`config.mk`:
```
export PLATFORM = sky130hd
export DESIGN_NAME = bextdep_arbiter_flat
export DESIGN_NICKNAME = d
export VERILOG_FILES = /design/src/rtl/bextdep_arbiter_if.sv /design/src/rtl/bextdep_arbiter.sv /design/src/flat_wrapper.sv
export SDC_FILE = /design/constraint.sdc
export NUM_CORES = 1
export LEC_CHECK = 0
export CORE_UTILIZATION = 37
export CTS_CLUSTER_SIZE = 16
export DETAILED_ROUTE_END_ITERATION = 8
export PLACE_DENSITY = 0.81
export REMOVE_ABC_BUFFERS = 1
export SETUP_SLACK_MARGIN = 0.02
export SYNTH_ARGS = -nofsm -noshare
export SYNTH_HDL_FRONTEND = slang
export SYNTH_SLANG_ARGS = --single-unit
export TNS_END_PERCENT = 5
```
`constraint.sdc`:
```
create_clock -name clock -period 2.4 [get_ports clock]
set_input_delay 0.48 -clock clock [delete_from_list [all_inputs] [get_ports clock]]
set_output_delay 0.48 -clock clock [all_outputs]
set_load 0.03 [all_outputs]
```
`src/rtl/bextdep_arbiter_if.sv`:
```
// Bus bundle between the issue-side requesters, the bextdep_arbiter and the
// shared bit-extract/deposit unit.
//   req_*        : per-requester request channel (valid/ready, op select, operands)
//   resp_*       : per-requester response channel (one-hot valid, shared rd/err)
//   unit_*       : start/busy/done interface to the single multi-cycle unit
//   spurious_done: sticky flag for a done pulse that arrived outside a job
// Modports: slave = arbiter side, master = requesters/unit/testbench side.
interface bextdep_arbiter_if #(
  parameter int unsigned NREQ = 2
);
  localparam int unsigned DW = 32;

  logic [NREQ-1:0]    req_valid;
  logic [NREQ-1:0]    req_ready;
  logic [NREQ-1:0]    req_bdep;
  logic [DW*NREQ-1:0] req_rs1;
  logic [DW*NREQ-1:0] req_rs2;

  logic [NREQ-1:0]    resp_valid;
  logic [NREQ-1:0]    resp_ready;
  logic [DW-1:0]      resp_rd;
  logic               resp_err;

  logic               unit_start;
  logic               unit_bdep;
  logic [DW-1:0]      unit_rs1;
  logic [DW-1:0]      unit_rs2;
  logic [DW-1:0]      unit_rd;
  logic               unit_busy;
  logic               unit_done;

  logic               spurious_done;

  modport slave (
    input  req_valid, req_bdep, req_rs1, req_rs2, resp_ready,
           unit_rd, unit_busy, unit_done,
    output req_ready, resp_valid, resp_rd, resp_err,
           unit_start, unit_bdep, unit_rs1, unit_rs2, spurious_done
  );

  modport master (
    output req_valid, req_bdep, req_rs1, req_rs2, resp_ready,
           unit_rd, unit_busy, unit_done,
    input  req_ready, resp_valid, resp_rd, resp_err,
           unit_start, unit_bdep, unit_rs1, unit_rs2, spurious_done
  );
endinterface

```
`src/rtl/bextdep_arbiter.sv`:
```
// Round-robin arbiter sharing one multi-cycle bext/bdep unit between NREQ
// requesters. One job in flight at a time: IDLE accepts a request, START
// pulses unit_start, WAIT collects unit_done (or aborts on the watchdog),
// RESP holds the result until the owning requester takes it.
// Ports:
//   clock : rising-edge clock
//   reset : synchronous, active-high
//   bus   : bextdep_arbiter_if.slave (request, response and unit channels)
// req_ready is combinational from req_valid and the state; all other
// outputs come straight from flops.
module bextdep_arbiter #(
  parameter int unsigned NREQ    = 2,
  parameter int unsigned TIMEOUT = 64,
  parameter int unsigned TO_W    = 8
) (
  input  logic             clock,
  input  logic             reset,
  bextdep_arbiter_if.slave bus
);

  localparam int unsigned DW    = 32;
  localparam int unsigned PTR_W = (NREQ > 1) ? $clog2(NREQ) : 1;
  localparam bit          WD_EN = (TIMEOUT != 0);
  localparam logic [TO_W-1:0] TO_LAST = TO_W'((TIMEOUT == 0) ? 0 : TIMEOUT - 1);
  localparam logic [PTR_W-1:0] PTR_LAST = PTR_W'(NREQ - 1);

  typedef enum logic [1:0] {
    IDLE  = 2'd0,
    START = 2'd1,
    WAIT  = 2'd2,
    RESP  = 2'd3
  } state_e;

  state_e            state_q, state_d;

  logic [PTR_W-1:0]  rr_ptr_q, rr_ptr_d;
  logic [PTR_W-1:0]  tag_q, tag_d;
  logic              unit_bdep_q, unit_bdep_d;
  logic [DW-1:0]     unit_rs1_q, unit_rs1_d;
  logic [DW-1:0]     unit_rs2_q, unit_rs2_d;
  logic              unit_start_q, unit_start_d;
  logic [TO_W-1:0]   wd_cnt_q, wd_cnt_d;
  logic [DW-1:0]     resp_rd_q, resp_rd_d;
  logic              resp_err_q, resp_err_d;
  logic [NREQ-1:0]   resp_valid_q, resp_valid_d;
  logic              spurious_q, spurious_d;

  logic              grant_any_c;
  logic [PTR_W-1:0]  grant_idx_c;
  logic [NREQ-1:0]   req_ready_c;
  logic              timeout_c;
  logic              unused_busy;

  // unit_busy is informational only
  assign unused_busy = bus.unit_busy;

  // Round-robin scan starting at rr_ptr, wrapping mod NREQ
  always_comb begin
    grant_any_c = 1'b0;
    grant_idx_c = '0;
    for (int unsigned i = 0; i < NREQ; i++) begin
      if (!grant_any_c && bus.req_valid[PTR_W'((32'(rr_ptr_q) + i) % NREQ)]) begin
        grant_any_c = 1'b1;
        grant_idx_c = PTR_W'((32'(rr_ptr_q) + i) % NREQ);
      end
    end
  end

  // Grant is only offered while idle
  always_comb begin
    req_ready_c = '0;
    if (state_q == IDLE && grant_any_c) begin
      req_ready_c[grant_idx_c] = 1'b1;
    end
  end

  assign timeout_c = WD_EN && (wd_cnt_q == TO_LAST);

  // State register
  always_ff @(posedge clock) begin
    if (reset) begin
      state_q <= IDLE;
    end else begin
      state_q <= state_d;
    end
  end

  // Next-state logic; done beats a simultaneous timeout
  always_comb begin
    state_d = state_q;
    case (state_q)
      IDLE:    if (grant_any_c) state_d = START;
      START:   state_d = WAIT;
      WAIT:    if (bus.unit_done || timeout_c) state_d = RESP;
      RESP:    if (bus.resp_ready[tag_q]) state_d = IDLE;
      default: state_d = IDLE;
    endcase
  end

  // Datapath / output next values
  always_comb begin
    rr_ptr_d    = rr_ptr_q;
    tag_d       = tag_q;
    unit_bdep_d = unit_bdep_q;
    unit_rs1_d  = unit_rs1_q;
    unit_rs2_d  = unit_rs2_q;
    wd_cnt_d    = wd_cnt_q;
    resp_rd_d   = resp_rd_q;
    resp_err_d  = resp_err_q;
    // A done pulse is only legitimate while waiting on a job
    spurious_d  = spurious_q | (bus.unit_done && (state_q != WAIT));

    case (state_q)
      IDLE: begin
        if (grant_any_c) begin
          tag_d = grant_idx_c;
          for (int unsigned i = 0; i < NREQ; i++) begin
            if (grant_idx_c == PTR_W'(i)) begin
              unit_bdep_d = bus.req_bdep[i];
              unit_rs1_d  = bus.req_rs1[i*DW +: DW];
              unit_rs2_d  = bus.req_rs2[i*DW +: DW];
            end
          end
        end
      end
      START: begin
        wd_cnt_d = '0;
      end
      WAIT: begin
        wd_cnt_d = wd_cnt_q + TO_W'(1);
        if (bus.unit_done) begin
          resp_rd_d  = bus.unit_rd;
          resp_err_d = 1'b0;
        end else if (timeout_c) begin
          resp_rd_d  = '0;
          resp_err_d = 1'b1;
        end
      end
      RESP: begin
        if (bus.resp_ready[tag_q]) begin
          rr_ptr_d = (tag_q == PTR_LAST) ? '0 : tag_q + PTR_W'(1);
        end
      end
      default: ;
    endcase

    unit_start_d = (state_d == START);
    resp_valid_d = '0;
    if (state_d == RESP) begin
      resp_valid_d[tag_d] = 1'b1;
    end
  end

  // Datapath registers; reset also discards any in-flight job
  always_ff @(posedge clock) begin
    if (reset) begin
      rr_ptr_q     <= '0;
      tag_q        <= '0;
      unit_bdep_q  <= 1'b0;
      unit_rs1_q   <= '0;
      unit_rs2_q   <= '0;
      unit_start_q <= 1'b0;
      wd_cnt_q     <= '0;
      resp_rd_q    <= '0;
      resp_err_q   <= 1'b0;
      resp_valid_q <= '0;
      spurious_q   <= 1'b0;
    end else begin
      rr_ptr_q     <= rr_ptr_d;
      tag_q        <= tag_d;
      unit_bdep_q  <= unit_bdep_d;
      unit_rs1_q   <= unit_rs1_d;
      unit_rs2_q   <= unit_rs2_d;
      unit_start_q <= unit_start_d;
      wd_cnt_q     <= wd_cnt_d;
      resp_rd_q    <= resp_rd_d;
      resp_err_q   <= resp_err_d;
      resp_valid_q <= resp_valid_d;
      spurious_q   <= spurious_d;
    end
  end

  assign bus.req_ready     = req_ready_c;
  assign bus.resp_valid    = resp_valid_q;
  assign bus.resp_rd       = resp_rd_q;
  assign bus.resp_err      = resp_err_q;
  assign bus.unit_start    = unit_start_q;
  assign bus.unit_bdep     = unit_bdep_q;
  assign bus.unit_rs1      = unit_rs1_q;
  assign bus.unit_rs2      = unit_rs2_q;
  assign bus.spurious_done = spurious_q;

endmodule

```
`src/flat_wrapper.sv`:
```
// flat-port wrapper written by rule: the top's interface ports become plain ports
module bextdep_arbiter_flat 
#(
  parameter int unsigned NREQ    = 2,
  parameter int unsigned TIMEOUT = 64,
  parameter int unsigned TO_W    = 8
)
  (clock, reset, bus_req_valid, bus_req_bdep, bus_req_rs1, bus_req_rs2, bus_resp_ready, bus_unit_rd, bus_unit_busy, bus_unit_done, bus_req_ready, bus_resp_valid, bus_resp_rd, bus_resp_err, bus_unit_start, bus_unit_bdep, bus_unit_rs1, bus_unit_rs2, bus_spurious_done);
  bextdep_arbiter_if #(.NREQ(NREQ)) bus_i ();
  input  logic clock;
  input  logic reset;
  input wire logic [$bits(bus_i.req_valid)-1:0] bus_req_valid;
  input wire logic [$bits(bus_i.req_bdep)-1:0] bus_req_bdep;
  input wire logic [$bits(bus_i.req_rs1)-1:0] bus_req_rs1;
  input wire logic [$bits(bus_i.req_rs2)-1:0] bus_req_rs2;
  input wire logic [$bits(bus_i.resp_ready)-1:0] bus_resp_ready;
  input wire logic [$bits(bus_i.unit_rd)-1:0] bus_unit_rd;
  input wire logic [$bits(bus_i.unit_busy)-1:0] bus_unit_busy;
  input wire logic [$bits(bus_i.unit_done)-1:0] bus_unit_done;
  output wire logic [$bits(bus_i.req_ready)-1:0] bus_req_ready;
  output wire logic [$bits(bus_i.resp_valid)-1:0] bus_resp_valid;
  output wire logic [$bits(bus_i.resp_rd)-1:0] bus_resp_rd;
  output wire logic [$bits(bus_i.resp_err)-1:0] bus_resp_err;
  output wire logic [$bits(bus_i.unit_start)-1:0] bus_unit_start;
  output wire logic [$bits(bus_i.unit_bdep)-1:0] bus_unit_bdep;
  output wire logic [$bits(bus_i.unit_rs1)-1:0] bus_unit_rs1;
  output wire logic [$bits(bus_i.unit_rs2)-1:0] bus_unit_rs2;
  output wire logic [$bits(bus_i.spurious_done)-1:0] bus_spurious_done;
  assign bus_i.req_valid = bus_req_valid;
  assign bus_i.req_bdep = bus_req_bdep;
  assign bus_i.req_rs1 = bus_req_rs1;
  assign bus_i.req_rs2 = bus_req_rs2;
  assign bus_i.resp_ready = bus_resp_ready;
  assign bus_i.unit_rd = bus_unit_rd;
  assign bus_i.unit_busy = bus_unit_busy;
  assign bus_i.unit_done = bus_unit_done;
  assign bus_req_ready = bus_i.req_ready;
  assign bus_resp_valid = bus_i.resp_valid;
  assign bus_resp_rd = bus_i.resp_rd;
  assign bus_resp_err = bus_i.resp_err;
  assign bus_unit_start = bus_i.unit_start;
  assign bus_unit_bdep = bus_i.unit_bdep;
  assign bus_unit_rs1 = bus_i.unit_rs1;
  assign bus_unit_rs2 = bus_i.unit_rs2;
  assign bus_spurious_done = bus_i.spurious_done;
  bextdep_arbiter #(.NREQ(NREQ), .TIMEOUT(TIMEOUT), .TO_W(TO_W)) u_core (.clock(clock), .reset(reset), .bus(bus_i));
endmodule
```
==> run_summary.xml <==
<?xml version="1.0" encoding="UTF-8"?>
<metrics>
  <group name="outcome">
    <metric name="run_status" unit="">finished, violations left</metric>
    <metric name="violations_in_the_final_reports" unit="">DRC</metric>
  </group>
  <group name="synth">
    <metric name="synth_compound_gate_area_share" unit="">0.2664</metric>
    <metric name="count_of_flip_flops_with_a_built_in_enable_after_synthesis" unit="">0</metric>
    <metric name="synth_ff_type" unit="">sky130_fd_sc_hd__dfxtp_1</metric>
    <metric name="post_synth.cell_area_avg" unit="um^2">10.29</metric>
    <metric name="seq_area_frac_synth" unit="">0.5258</metric>
    <metric name="synth.top_cells.by_area" unit="">sky130_fd_sc_hd__dfxtp_1, sky130_fd_sc_hd__a222oi_1, sky130_fd_sc_hd__nor2_1, sky130_fd_sc_hd__a22oi_2, sky130_fd_sc_hd__ha_1</metric>
    <metric name="synth_top_area_share" unit="">0.5258</metric>
    <metric name="syn_inst_count" unit="">422</metric>
    <metric name="synthesized_cell_area" unit="mm^2">0.004340</metric>
    <metric name="netlist_top_cells_count" unit="">sky130_fd_sc_hd__dfxtp_1, sky130_fd_sc_hd__nor2_1, sky130_fd_sc_hd__a222oi_1</metric>
    <metric name="yosysUniqueCellTypes" unit="">31</metric>
    <metric name="yosysWarnings" unit="">0</metric>
    <metric name="postSynthRegisterBits" unit="">114</metric>
    <metric name="synth-adder-area-share" unit="">0.01730</metric>
    <metric name="synth_top_family_by_area" unit="">compound AO/OA/AOI/OAI gates</metric>
    <metric name="synth_top_cell_by_area" unit="">sky130_fd_sc_hd__dfxtp_1</metric>
    <metric name="yosys-mux-area-fraction" unit="">0.004612</metric>
    <metric name="post_synth_and_or_nand_nor_area_fraction" unit="">0.1280</metric>
    <metric name="ys_async_sr_fraction" unit="">0</metric>
    <metric name="xor_xnor_share_of_the_synthesized_area" unit="">0.01009</metric>
  </group>
  <group name="drt">
    <metric name="post_drt_via_cell_ratio" unit="">5.469</metric>
    <metric name="wl" unit="mm">15.08</metric>
    <metric name="drcViolationCount" unit="">3</metric>
    <metric name="detailedRoute.firstIterationViolations" unit="">485</metric>
    <metric name="routed_wire_length_per_instance" unit="um">18.00</metric>
    <metric name="drt-pass1-iter-count" unit="">9</metric>
    <metric name="ant_nets" unit="">0</metric>
    <metric name="dr_total_vias" unit="">4583</metric>
  </group>
  <group name="critical_path">
    <metric name="worst_path_max_delay_cell" unit="">sky130_fd_sc_hd__buf_4</metric>
    <metric name="start_kind" unit="">flip-flop</metric>
    <metric name="worst_path_arrival_time" unit="ns">2.44</metric>
    <metric name="worst-path-max-fanout" unit="">65</metric>
    <metric name="critPathCaptureType" unit="">flip-flop</metric>
    <metric name="cpLargestDelayFamily" unit="">buffers and inverters</metric>
    <metric name="critical_path_required" unit="ns">2.73</metric>
    <metric name="critical_path.cell_chain" unit="">inv_1 &gt; ha_1 &gt; nand2_1 &gt; a21oi_4 &gt; buf_4 &gt; a222oi_1 &gt; nor2_1</metric>
    <metric name="start_to_end_type_of_the_worst_setup_path" unit="">flip-flop to flip-flop</metric>
    <metric name="worst_path_largest_cell_delay" unit="ns">0.58</metric>
    <metric name="worstPathBufferInverterCount" unit="">2</metric>
  </group>
  <group name="floorplanning">
    <metric name="initial_util" unit="">0.3801</metric>
    <metric name="design.die.area" unit="mm^2">0.01217</metric>
    <metric name="core-area" unit="mm^2">0.01142</metric>
    <metric name="dieWidth" unit="um">110.3</metric>
    <metric name="std_cell_rows" unit="">39</metric>
    <metric name="ioPinCount" unit="">274</metric>
    <metric name="die-height" unit="um">110.3</metric>
  </group>
  <group name="final_layout">
    <metric name="fillCellCount" unit="">846</metric>
    <metric name="final_layout_size_suffix_gt1_frac" unit="">0.1137</metric>
    <metric name="n_antenna_cell" unit="">0</metric>
    <metric name="area_growth_syn_to_layout" unit="%">78.44</metric>
    <metric name="instances_no_fill" unit="">838</metric>
    <metric name="nets" unit="">860</metric>
  </group>
  <group name="power_and_ir_drop">
    <metric name="power-per-cell-area" unit="mW/mm^2">746.2</metric>
    <metric name="power.total" unit="mW">5.779</metric>
    <metric name="p_leak" unit="nW">2.842</metric>
    <metric name="peak_vdd_ir" unit="uV">714.1</metric>
  </group>
  <group name="global_routing">
    <metric name="overflow" unit="">0</metric>
    <metric name="globalRouteTotalUtil" unit="">0.2383</metric>
    <metric name="antenna_found_initial" unit="">0</metric>
    <metric name="grt_pass1_wl" unit="mm">21.85</metric>
    <metric name="first_global_vias" unit="">4413</metric>
    <metric name="largest_net_degree_at_the_start_of_global_routing" unit="">66</metric>
  </group>
  <group name="place">
    <metric name="io_buffers" unit="">272</metric>
    <metric name="dp.cells" unit="">806</metric>
    <metric name="dp_hpwl" unit="mm">10.58</metric>
    <metric name="post_place_setup_slack" unit="ns">0.1080</metric>
    <metric name="globalplace.congestion" unit="">0.8016</metric>
  </group>
  <group name="cts">
    <metric name="tritoncts" unit="">yes</metric>
    <metric name="cts_sink_cnt" unit="">114</metric>
    <metric name="cts_inserted_buffers" unit="">17</metric>
    <metric name="cts_resized" unit="">0</metric>
    <metric name="cts_max_path_buffers" unit="">2</metric>
    <metric name="ctsRootBufferMaster" unit="">sky130_fd_sc_hd__clkbuf_16</metric>
    <metric name="clk_pin_slew_worst_paths" unit="ns">0.05</metric>
    <metric name="cts-htree-levels" unit="">4</metric>
    <metric name="insertion_delay" unit="ns">0.40</metric>
  </group>
  <group name="timing">
    <metric name="pins_over_their_slew_limit" unit="">0</metric>
    <metric name="finalHoldViolations" unit="">0</metric>
    <metric name="max_clock_freq" unit="GHz">0.4750</metric>
    <metric name="holdWs" unit="ns">0.4876</metric>
    <metric name="slew_headroom" unit="">0.5307</metric>
    <metric name="clock_skew" unit="ns">0.008216</metric>
    <metric name="fin_crit_sh" unit="">0.8772</metric>
    <metric name="worstMarginPinSlew" unit="ns">0.7040</metric>
    <metric name="final.setup.tns" unit="ns">0</metric>
    <metric name="rsz0062_at_grt" unit="">no</metric>
    <metric name="post-route-min-period" unit="ns">2.105</metric>
    <metric name="setup_violations" unit="">0</metric>
    <metric name="layout_setup_ws" unit="ns">0.2948</metric>
  </group>
  <group name="min_path">
    <metric name="hold_path.class" unit="">flip-flop to flip-flop</metric>
  </group>
  <group name="flow_run">
    <metric name="cap_violations" unit="">0</metric>
  </group>
</metrics>
[worst register-to-register path, cell delays in order, from the launching register on]
cell	delay (ns)
sky130_fd_sc_hd__dfxtp_1	0.34
sky130_fd_sc_hd__inv_1	0.14
sky130_fd_sc_hd__ha_1	0.25
sky130_fd_sc_hd__nand2_1	0.15
sky130_fd_sc_hd__a21oi_4	0.14
sky130_fd_sc_hd__buf_4	0.58
sky130_fd_sc_hd__a222oi_1	0.30
sky130_fd_sc_hd__nor2_1	0.15
[layer usage]
metal / wire length [um] / up-vias / part of all wire / global-route usage
li1: - / 2132 / - / -
met2: 7814 / 221 / 0.52 / 0.4059
met3: 1314 / 29 / 0.087 / 0.09289
met4: 286 / 0 / 0.019 / 0.1071
met1: 5668 / 2201 / 0.38 / 0.2609
met5: 0 / - / 0 / 0
[cell families after synthesis]
family,Yosys count
compound gates,113
mux,2
buf+inv,45
simple gates,137
fa+ha+maj,6
xor+xnor,5
flops,114
[through the flow]
step | instance area, um^2 | utilization
2_1_floorplan | 4151 | -
3_3_place_gp | 7198 | 0.6304
3_5_place_dp | 7198 | 0.6304
4_1_cts | 7730 | 0.6770
5_1_grt | 7745 | 0.6783
6_report | 7745 | 0.6783
[flip-flops by register name (all words and copies together) (netlist names)]
register	count
u_core.bus.resp_err	1
u_core.bus.resp_valid	2
u_core.bus.unit_bdep	1
u_core.bus.resp_rd	32
u_core.bus.unit_rs2	32
u_core.bus.unit_rs1	32
u_core.tag_q	1
u_core.bus.spurious_done	1
u_core.bus.unit_start	1
u_core.state_q	2
u_core.wd_cnt_q	8
u_core.rr_ptr_q	1
[cells in the final DEF (no fill, tap or decap), types with 3 or more instances in the layout]
| cell type | count |
|---|---|
| sky130_fd_sc_hd__a222oi_1 | 65 |
| sky130_fd_sc_hd__ha_1 | 6 |
| sky130_fd_sc_hd__buf_4 | 10 |
| sky130_fd_sc_hd__clkbuf_16 | 17 |
| sky130_fd_sc_hd__nor3_1 | 4 |
| sky130_fd_sc_hd__a21oi_1 | 6 |
| sky130_fd_sc_hd__nor2_1 | 114 |
| sky130_fd_sc_hd__clkdlybuf4s50_1 | 269 |
| sky130_fd_sc_hd__a22oi_2 | 30 |
| sky130_fd_sc_hd__clkinv_2 | 6 |
| sky130_fd_sc_hd__buf_12 | 4 |
| sky130_fd_sc_hd__inv_1 | 5 |
| sky130_fd_sc_hd__xor2_1 | 3 |
| sky130_fd_sc_hd__clkbuf_8 | 5 |
| sky130_fd_sc_hd__dfxtp_1 | 114 |
| sky130_fd_sc_hd__nand2_1 | 9 |
[where the power goes]
group | total, mW | internal, mW | leakage, nW | switching, mW
clock network | 2.23 | 1.43 | 0.271 | 0.804
registers | 2.13 | 2.04 | 0.932 | 0.0889
logic | 1.41 | 0.694 | 1.64 | 0.721
[final timing paths]
check | from | slack, ns | end | cells past startpoint
setup / recovery | u_core.state_q[0] | 0.29 | u_core.bus.unit_rs2[31] | 7
hold / removal | u_core.bus.spurious_done | 0.49 | u_core.bus.spurious_done | 2
setup reg to reg | u_core.state_q[0] | 0.29 | u_core.bus.unit_rs2[31] | 7
hold reg to reg | u_core.bus.spurious_done | 0.49 | u_core.bus.spurious_done | 2
[timing repair]
item	4_1_cts	5_1_grt
setup buffers	0	2
endpoints found under the setup margin	0	1
hold buffers	0	0
[area by class of cell]
| type | instances | area [um^2] | area share |
|---|---|---|---|
| tap | 143 | 178.9 | 0.02310 |
| clock buffer | 24 | 501.7 | 0.06478 |
| sequential | 114 | 2282 | 0.2947 |
| timing repair buffer | 283 | 2848 | 0.3677 |
| multi-input combinational | 263 | 1886 | 0.2435 |
| inverter | 5 | 18.77 | 0.002423 |
| clock inverter | 6 | 30.03 | 0.003877 |
Power figures use the tool's default switching activity.
